File: config.mk
export PLATFORM = sky130hd
export DESIGN_NAME = vga_scan_timing_flat
export DESIGN_NICKNAME = d
export VERILOG_FILES = /design/src/rtl/vga_scan_timing_if.sv /design/src/rtl/vga_scan_timing.sv /design/src/flat_wrapper.sv
export SDC_FILE = /design/constraint.sdc
export NUM_CORES = 1
export LEC_CHECK = 0
export BUFFER_PORTS_ARGS = -buffer_cell sky130_fd_sc_hd__buf_2
export CAP_MARGIN = 5
export CORE_ASPECT_RATIO = 0.7
export CORE_MARGIN = 1
export CORE_UTILIZATION = 40
export CTS_BUF_LIST = sky130_fd_sc_hd__clkbuf_4
export DETAILED_ROUTE_END_ITERATION = 10
export PLACE_DENSITY = 0.7
export SETUP_SLACK_MARGIN = 0.15
export SLEW_MARGIN = 20
export SYNTH_ARGS = -nofsm -noshare
export SYNTH_HDL_FRONTEND = slang
export SYNTH_SLANG_ARGS = --single-unit
File: constraint.sdc
create_clock -name clk -period 2.2 [get_ports clk]
set_clock_uncertainty 0.15 [all_clocks]
set_input_delay 0.22 -clock clk [delete_from_list [all_inputs] [get_ports clk]]
set_output_delay 0.22 -clock clk [all_outputs]
set_load 0.01 [all_outputs]
File: src/rtl/vga_scan_timing_if.sv
// Raster timing bundle: pixel tick, coordinates, line/frame markers and the
// pipeline-aligned blank/sync strobes.
interface vga_scan_timing_if;
    logic       pix_en;
    logic [9:0] hcount;
    logic [9:0] vcount;
    logic       line_start;
    logic       frame_start;
    logic       blank;
    logic       hsync;
    logic       vsync;

    modport master (
        output pix_en, hcount, vcount, line_start, frame_start, blank, hsync, vsync
    );

    modport slave (
        input pix_en, hcount, vcount, line_start, frame_start, blank, hsync, vsync
    );
endinterface

File: src/rtl/vga_scan_timing.sv
// Raster timing generator: pixel-clock enable, pixel coordinates, and
// blank/hsync/vsync delayed PIPE pixel ticks to line up with the colour pipeline.
module vga_scan_timing #(
    parameter int H_ACTIVE = 640,
    parameter int H_FP     = 16,
    parameter int H_SYNC   = 96,
    parameter int H_BP     = 48,
    parameter int V_ACTIVE = 480,
    parameter int V_FP     = 10,
    parameter int V_SYNC   = 2,
    parameter int V_BP     = 33,
    parameter int CLK_DIV  = 2,
    parameter int PIPE     = 2
) (
    input  logic               clk,
    input  logic               resetn,
    vga_scan_timing_if.master  scan
);

    localparam int H_TOTAL = H_ACTIVE + H_FP + H_SYNC + H_BP;
    localparam int V_TOTAL = V_ACTIVE + V_FP + V_SYNC + V_BP;
    localparam int DIV_W   = (CLK_DIV > 1) ? $clog2(CLK_DIV) : 1;

    localparam logic [DIV_W-1:0] DIV_LAST = DIV_W'(CLK_DIV - 1);
    localparam logic [9:0] H_LAST     = 10'(H_TOTAL - 1);
    localparam logic [9:0] V_LAST     = 10'(V_TOTAL - 1);
    localparam logic [9:0] H_ACT      = 10'(H_ACTIVE);
    localparam logic [9:0] V_ACT      = 10'(V_ACTIVE);
    localparam logic [9:0] HS_START   = 10'(H_ACTIVE + H_FP);
    localparam logic [9:0] HS_END     = 10'(H_ACTIVE + H_FP + H_SYNC);
    localparam logic [9:0] VS_START   = 10'(V_ACTIVE + V_FP);
    localparam logic [9:0] VS_END     = 10'(V_ACTIVE + V_FP + V_SYNC);

    logic [DIV_W-1:0] div_cnt_reg;
    logic [9:0]       hcount_reg;
    logic [9:0]       vcount_reg;
    logic             pix_en;
    logic             active;
    logic             hs_raw;
    logic             vs_raw;
    logic [2:0]       raw_flags;
    logic [2:0]       out_flags;

    assign pix_en = (div_cnt_reg == DIV_LAST);

    always_ff @(posedge clk) begin
        if (!resetn) begin
            div_cnt_reg <= '0;
            hcount_reg  <= '0;
            vcount_reg  <= '0;
        end else begin
            div_cnt_reg <= pix_en ? '0 : div_cnt_reg + 1'b1;
            if (pix_en) begin
                // Vertical wrap shares the edge on which the line wraps.
                if (hcount_reg == H_LAST) begin
                    hcount_reg <= '0;
                    vcount_reg <= (vcount_reg == V_LAST) ? '0 : vcount_reg + 1'b1;
                end else begin
                    hcount_reg <= hcount_reg + 1'b1;
                end
            end
        end
    end

    assign active    = (hcount_reg < H_ACT) && (vcount_reg < V_ACT);
    assign hs_raw    = !((hcount_reg >= HS_START) && (hcount_reg < HS_END));
    assign vs_raw    = !((vcount_reg >= VS_START) && (vcount_reg < VS_END));
    assign raw_flags = {~active, hs_raw, vs_raw};

    generate
        if (PIPE == 0) begin : g_no_delay
            assign out_flags = raw_flags;
        end else begin : g_delay
            // Stages reset to "blanked, syncs idle" so start-up never emits a stray pulse.
            logic [2:0] stage_reg [PIPE];

            always_ff @(posedge clk) begin
                if (!resetn) begin
                    for (int i = 0; i < PIPE; i++) begin
                        stage_reg[i] <= 3'b111;
                    end
                end else if (pix_en) begin
                    stage_reg[0] <= raw_flags;
                    for (int i = 1; i < PIPE; i++) begin
                        stage_reg[i] <= stage_reg[i-1];
                    end
                end
            end

            assign out_flags = stage_reg[PIPE-1];
        end
    endgenerate

    assign scan.pix_en      = pix_en;
    assign scan.hcount      = hcount_reg;
    assign scan.vcount      = vcount_reg;
    assign scan.line_start  = pix_en && (hcount_reg == '0);
    assign scan.frame_start = pix_en && (hcount_reg == '0) && (vcount_reg == '0);
    assign scan.blank       = out_flags[2];
    assign scan.hsync       = out_flags[1];
    assign scan.vsync       = out_flags[0];

endmodule
File: src/flat_wrapper.sv
// flat-port wrapper written by rule: the top's interface ports become plain ports
module vga_scan_timing_flat 
#(
    parameter int H_ACTIVE = 640,
    parameter int H_FP     = 16,
    parameter int H_SYNC   = 96,
    parameter int H_BP     = 48,
    parameter int V_ACTIVE = 480,
    parameter int V_FP     = 10,
    parameter int V_SYNC   = 2,
    parameter int V_BP     = 33,
    parameter int CLK_DIV  = 2,
    parameter int PIPE     = 2
)
  (clk, resetn, scan_pix_en, scan_hcount, scan_vcount, scan_line_start, scan_frame_start, scan_blank, scan_hsync, scan_vsync);
  vga_scan_timing_if scan_i ();
  input  logic clk;
  input  logic resetn;
  output wire logic [$bits(scan_i.pix_en)-1:0] scan_pix_en;
  output wire logic [$bits(scan_i.hcount)-1:0] scan_hcount;
  output wire logic [$bits(scan_i.vcount)-1:0] scan_vcount;
  output wire logic [$bits(scan_i.line_start)-1:0] scan_line_start;
  output wire logic [$bits(scan_i.frame_start)-1:0] scan_frame_start;
  output wire logic [$bits(scan_i.blank)-1:0] scan_blank;
  output wire logic [$bits(scan_i.hsync)-1:0] scan_hsync;
  output wire logic [$bits(scan_i.vsync)-1:0] scan_vsync;
  assign scan_pix_en = scan_i.pix_en;
  assign scan_hcount = scan_i.hcount;
  assign scan_vcount = scan_i.vcount;
  assign scan_line_start = scan_i.line_start;
  assign scan_frame_start = scan_i.frame_start;
  assign scan_blank = scan_i.blank;
  assign scan_hsync = scan_i.hsync;
  assign scan_vsync = scan_i.vsync;
  vga_scan_timing #(.H_ACTIVE(H_ACTIVE), .H_FP(H_FP), .H_SYNC(H_SYNC), .H_BP(H_BP), .V_ACTIVE(V_ACTIVE), .V_FP(V_FP), .V_SYNC(V_SYNC), .V_BP(V_BP), .CLK_DIV(CLK_DIV), .PIPE(PIPE)) u_core (.clk(clk), .resetn(resetn), .scan(scan_i));
endmodule
# Yosys cells after proc, flatten, opt, wreduce, memory -nomap -nowiden
# Memory sizes are Yosys's and may differ from the RTL's.
# Cells that the tools add are included.
[word_totals]
ff_bits = 21
latchBits = 0
ram_bits = 6
romBits = 0
input_bits = 2
out_inout_bits = 26
wordCells = 38
memories = 1
[mem_list]
columns = ["memory", "words", "word_bits", "read_ports", "rd_clocked_by_memory_dff", "wr", "line", "source"]
rows = [
  ["u_core.g_delay.stage_reg", 2, 3, 2, 0, 2, "vga_scan_timing.sv:75", "logic [2:0] stage_reg [PIPE];"],
]
[classes]
n_addsub = 3
n_mul = 0
div = 0
magnitude_cmp = 6
n_eq_ne = 2
n_shift = 0
muxes = 8
n_bitwise = 4
n_reduce_logical = 11
[op_table]
columns = ["op", "n"]
rows = [
  ["$add A10 B1 Y10 const B", 2],
  ["$eq A10 B10 Y1 const B", 2],
  ["$logic_not A10 Y1", 2],
  ["$lt A10 B10 Y1 const B", 2],
  ["$lt A10 B9 Y1 const B", 2],
  ["$mux W10", 2],
  ["$ge A10 B10 Y1 const B", 1],
  ["$ge A10 B9 Y1 const B", 1],
  ["$mux W3", 2],
  ["$logic_and A1 B1 Y1", 5],
  ["$mux W1", 4],
  ["$logic_not A1 Y1", 2],
  ["$not A1 Y1", 2],
  ["$or A1 B1 Y1", 2],
  ["$reduce_and A2 Y1", 1],
  ["$reduce_or A2 Y1", 1],
  ["$add A1 B1 Y1 const B", 1],
]

# Logic depth before layout (Yosys ltp)
[logic_depth]
ltp_word = 4
mapped_depth = 6
depth_no_buf = 6

# Worst setup path before layout
# OpenSTA, ideal clock, no wires.
[synth_timing]
kind = "reg2reg"
from = "register u_core.hcount_reg[1] (netlist: u_core.scan.hcount[1])"
to = "register u_core.vcount_reg[8] (netlist: u_core.scan.vcount[8])"
setup_time_ns = 0.131
t_arrival_ns = 1.400
required_ns = 1.919
slack_ns = 0.519
path_stages_with_launch = 7
n_path_buf = 0
synth_period_minus_slack_ns = 1.681
path_cell_list = "dfxtp_1 -> ha_1 -> nand2_1 -> nor2_4 -> nand2_4 -> o311ai_1 -> o41ai_1"
[synth_via]
elab_chain_cells = 2
[synth_rtl]
columns = ["element", "line", "source"]
rows = [
  ["start: declaration", "vga_scan_timing.sv:35", "logic [9:0] hcount_reg;"],
  ["start signal: assignment", "vga_scan_timing.sv:59", "hcount_reg <= hcount_reg + 1'b1;"],
  ["$eq A10 B10 Y1", "vga_scan_timing.sv:55", "if (hcount_reg == H_LAST) begin"],
  ["$reduce_and A2 Y1 (no source line)", "n/a", ""],
  ["end signal: assignment", "vga_scan_timing.sv:57", "vcount_reg <= (vcount_reg == V_LAST) ? '0 : vcount_reg + 1'b1;"],
  ["end: declaration", "vga_scan_timing.sv:36", "logic [9:0] vcount_reg;"],
]
# No other way between the ends.
# A chain may end at the register's enable or synchronous reset.

# Worst setup path after layout
[layout_timing]
from = "register u_core.hcount_reg[0] (netlist: u_core.scan.hcount[0])"
to = "output port scan_frame_start"
[layout_via]
elab_chain_cells = 3
[layout_rtl]
columns = ["element", "line", "source"]
rows = [
  ["$logic_not A10 Y1", "vga_scan_timing.sv:98", "assign scan.frame_start = pix_en && (hcount_reg == '0) && (vcount_reg == '0);"],
  ["$logic_and A1 B1 Y1 (2 in a row)", "vga_scan_timing.sv:98", ""],
  ["end: declaration", "flat_wrapper.sv:23", "output wire logic [$bits(scan_i.frame_start)-1:0] scan_frame_start;"],
]
# No other way between the ends.

==> impl_metrics.tcl <==
set metrics [dict create \
    reg2reg_setup_slack_ps 420 \
    p_per_area_nw_per_um2 486.4 \
    place_ws_ps 412.9 \
    clockBufferDepth 2 \
    synth_warnings 0 \
    die_w_um 72.02 \
    hpwl_um 2075 \
    drive_gt1_share_pct 28.25 \
    cts_root_buffer "clkbuf_4" \
    dr.pass1.iters 4 \
    synth_top_area_share_pct 30.63 \
    slew_headroom_pct 78.71 \
    cts_htree_levels 1 \
    vias 1167 \
    yosys.area.top_type "dfxtp_1" \
    whs_path_depth 2 \
    crit_fanout 6 \
    route.detailed.drc 0 \
    ys.flop_type "dfxtp_1" \
    synth_fp_nets 155 \
    areaGrowthSynthToFinish_pct 16.86 \
    arrival_ps 1600 \
    required_ps 1830 \
    gr-usage-all-layers_pct 16.44 \
    final-setup-viol-count 0 \
    holdCritStartpoint "resetn" \
    routed_wl_um 2837 \
    grt_max_degree 17 \
    worst_slack_ps 232.9 \
    r2r_cells 5 \
    rsz0062_at_grt "false" \
    r2r-start "u_core.scan.hcount[2]$_SDFFE_PN0P_" \
    status "completed" \
    clkTransAtPathRegs_ps 140 \
    grt-ovfl-total 0 \
    final_cells 224 \
    report.final.slew_viol_count 0 \
    dieArea_um2 3673 \
    grt_first_pass_wirelength_um 4712 \
    total_power_uw 780.2 \
    finalCritPeriodShare_pct 89.41 \
    vias_per_cell 5.210 \
    crit_chain "inv_1 -> ha_1 -> nor4b_2 -> and3_1 -> and3_1 -> buf_2" \
    wl_per_cell_um 12.67 \
    tns_ps 0 \
    worstMarginPinSlew_ps 319.3 \
    cts_buffers 3 \
    synth-edff-count 6 \
    ys_ff_latch 27 \
    drtAntennaViolNets 0 \
    antenna_found_initial 0 \
    synthCells 149 \
    ir_worst_vdd_mv 0.3732 \
    antenna_cells 0 \
    drt-initial-drc-count 54 \
    cp-end-kind "output port" \
    max_stage_delay_ps 400 \
    p_comb_share_pct 5.5 \
    hold_end "u_core.scan.hcount[0]$_SDFFE_PN0P_" \
    synthTopCellsByCount "21 x dfxtp_1, 21 x nor2_1, 11 x nand3_1, 10 x nand2_1, 9 x nand4_1" \
    port-buffer-count 27 \
    timing.rr.end "u_core.scan.vcount[8]$_SDFFE_PN0P_" \
    io_pins 28 \
    coreArea_um2 3212 \
    nNetsFinal 184 \
    ys_types 39 \
    die_y_um 51.01 \
    clk_latency_ps 330 \
    start_util_pct 42.73 \
    crit_path_top_delay_cell "dfxtp_4" \
    period_minus_slack_ps 1967 \
    startpoint_type "flip-flop" \
    gp_congestion 0.8199 \
    cts.sinks 27 \
    grt_pass1_vias 1007 \
    power.leakage_nw 0.5868 \
    seq_power_share_pct 66.4 \
    hold_viol 0 \
    crit_top_cell "and3_1" \
    dp.cells 220 \
    maxCapViolCount 0 \
    worstSetupPathType "reg2out" \
    intPower_uw 596.7 \
    cts_setup_buffers 0 \
    hp-class "in2reg" \
    ys_async_sr_fraction_pct 0 \
    cts_tree "yes" \
    synth_area_leaders "dfxtp_1 31%, edfxtp_1 13%, nor2_1 5.7%, xnor2_1 5.1%, xor2_1 4.5%" \
    power_frac_clock_pct 28.1 \
    switchingPower_uw 183.5 \
    synth.cell_area_um2 1373 \
    synth_area_per_cell_um2 9.212 \
    rows 17 \
    timing.fmax_mhz 508.4 \
    ys_seq_area_share_pct 43.76 \
    swShare_pct 23.52 \
]
[final cells by class]
type / instances / area [µm²]
Fill cell: 293 / 1608
Multi-Input combinational cell: 113 / 743.2
Sequential cell: 27 / 614.3
Timing Repair Buffer: 27 / 135.1
Tap cell: 47 / 58.81
Clock buffer: 3 / 22.52
Inverter: 6 / 22.52
Clock inverter: 1 / 7.507
[worst max-delay path by stage]
stage | from | end | slack, ps | cells past startpoint
global route | u_core.scan.hcount[0]$_SDFFE_PN0P_ | scan_frame_start | 140 | 6
finish | u_core.scan.hcount[0]$_SDFFE_PN0P_ | scan_frame_start | 230 | 6
detailed placement | u_core.scan.hcount[0]$_SDFFE_PN0P_ | u_core.scan.vcount[7]$_SDFFE_PN0P_ | 410 | 6
floorplan | u_core.scan.hcount[1]$_SDFFE_PN0P_ | u_core.scan.vcount[8]$_SDFFE_PN0P_ | 520 | 6
CTS | u_core.scan.pix_en$_SDFF_PP0_ | scan_frame_start | 160 | 4
global placement | u_core.scan.hcount[1]$_SDFFE_PN0P_ | u_core.scan.vcount[9]$_SDFFE_PN0P_ | 460 | 6
[kinds of logic after synthesis]
| kind of cell | Yosys count | synth area share (%) |
|---|---|---|
| AO/OA/AOI/OAI | 9 | 4.831 |
| adder cells (fa/ha/maj) | 4 | 3.646 |
| XOR/XNOR | 15 | 9.572 |
| AND/OR/NAND/NOR | 85 | 35.64 |
| flip-flops | 27 | 43.76 |
| buffers and inverters | 9 | 2.552 |
[per-stage QoR]
stage | utilization [%] | area [µm²] | hold slack, ps
3_3_place_gp | 48.38 | 1554 | 335.3
6_report | 49.94 | 1604 | 80.69
5_1_grt | 49.94 | 1604 | 79.11
4_1_cts | 49.40 | 1587 | 79.23
3_5_place_dp | 48.38 | 1554 | 347.2
2_1_floorplan | - | 1373 | 331.8
[power by group through the flow]
stage          clock (mW)  combinational (mW)  sequential, mW
2_1_floorplan           0              0.0288           0.529
3_3_place_gp            0              0.0415           0.530
3_5_place_dp            0              0.0419           0.531
4_1_cts             0.224              0.0422           0.520
5_1_grt             0.246              0.0481           0.519
6_report            0.220              0.0428           0.518
[repair_timing]
action                     4_1_cts  5_1_grt
cloned                           0        0
setup endpoints to repair        1        1
hold buffers                     0        0
resized for setup                2        7
[cell usage in the layout (no fill, tap or decap), types with 4 or more instances in the layout]
cell type / netlist / routed
and3_1: 5 / 5
buf_2: 1 / 27
dfxtp_1: 21 / 16
edfxtp_1: 6 / 6
ha_1: 4 / 4
inv_1: 5 / 5
nand2_1: 10 / 10
nand3_1: 11 / 11
nand4_1: 9 / 9
nor2_1: 21 / 21
nor3_1: 5 / 5
xnor2_1: 8 / 8
xor2_1: 7 / 7
[per-layer routing]
metal,track usage (%),share of wire (%),vias up
met1,23.35,48,552
met3,4.142,4.9,2
met2,25.63,46,26
met4,2.614,0.42,0
li1,-,-,587
met5,0,0,-
[worst max-delay path: cells and delay by family, from the launching register on]
family / cells / cell delay, ps
buffers and inverters: 2 / 190
AND/OR/NAND/NOR: 3 / 490
adder cells (fa/ha/maj): 1 / 190
flip-flops: 1 / 400
(Power assumes the default switching activity.)
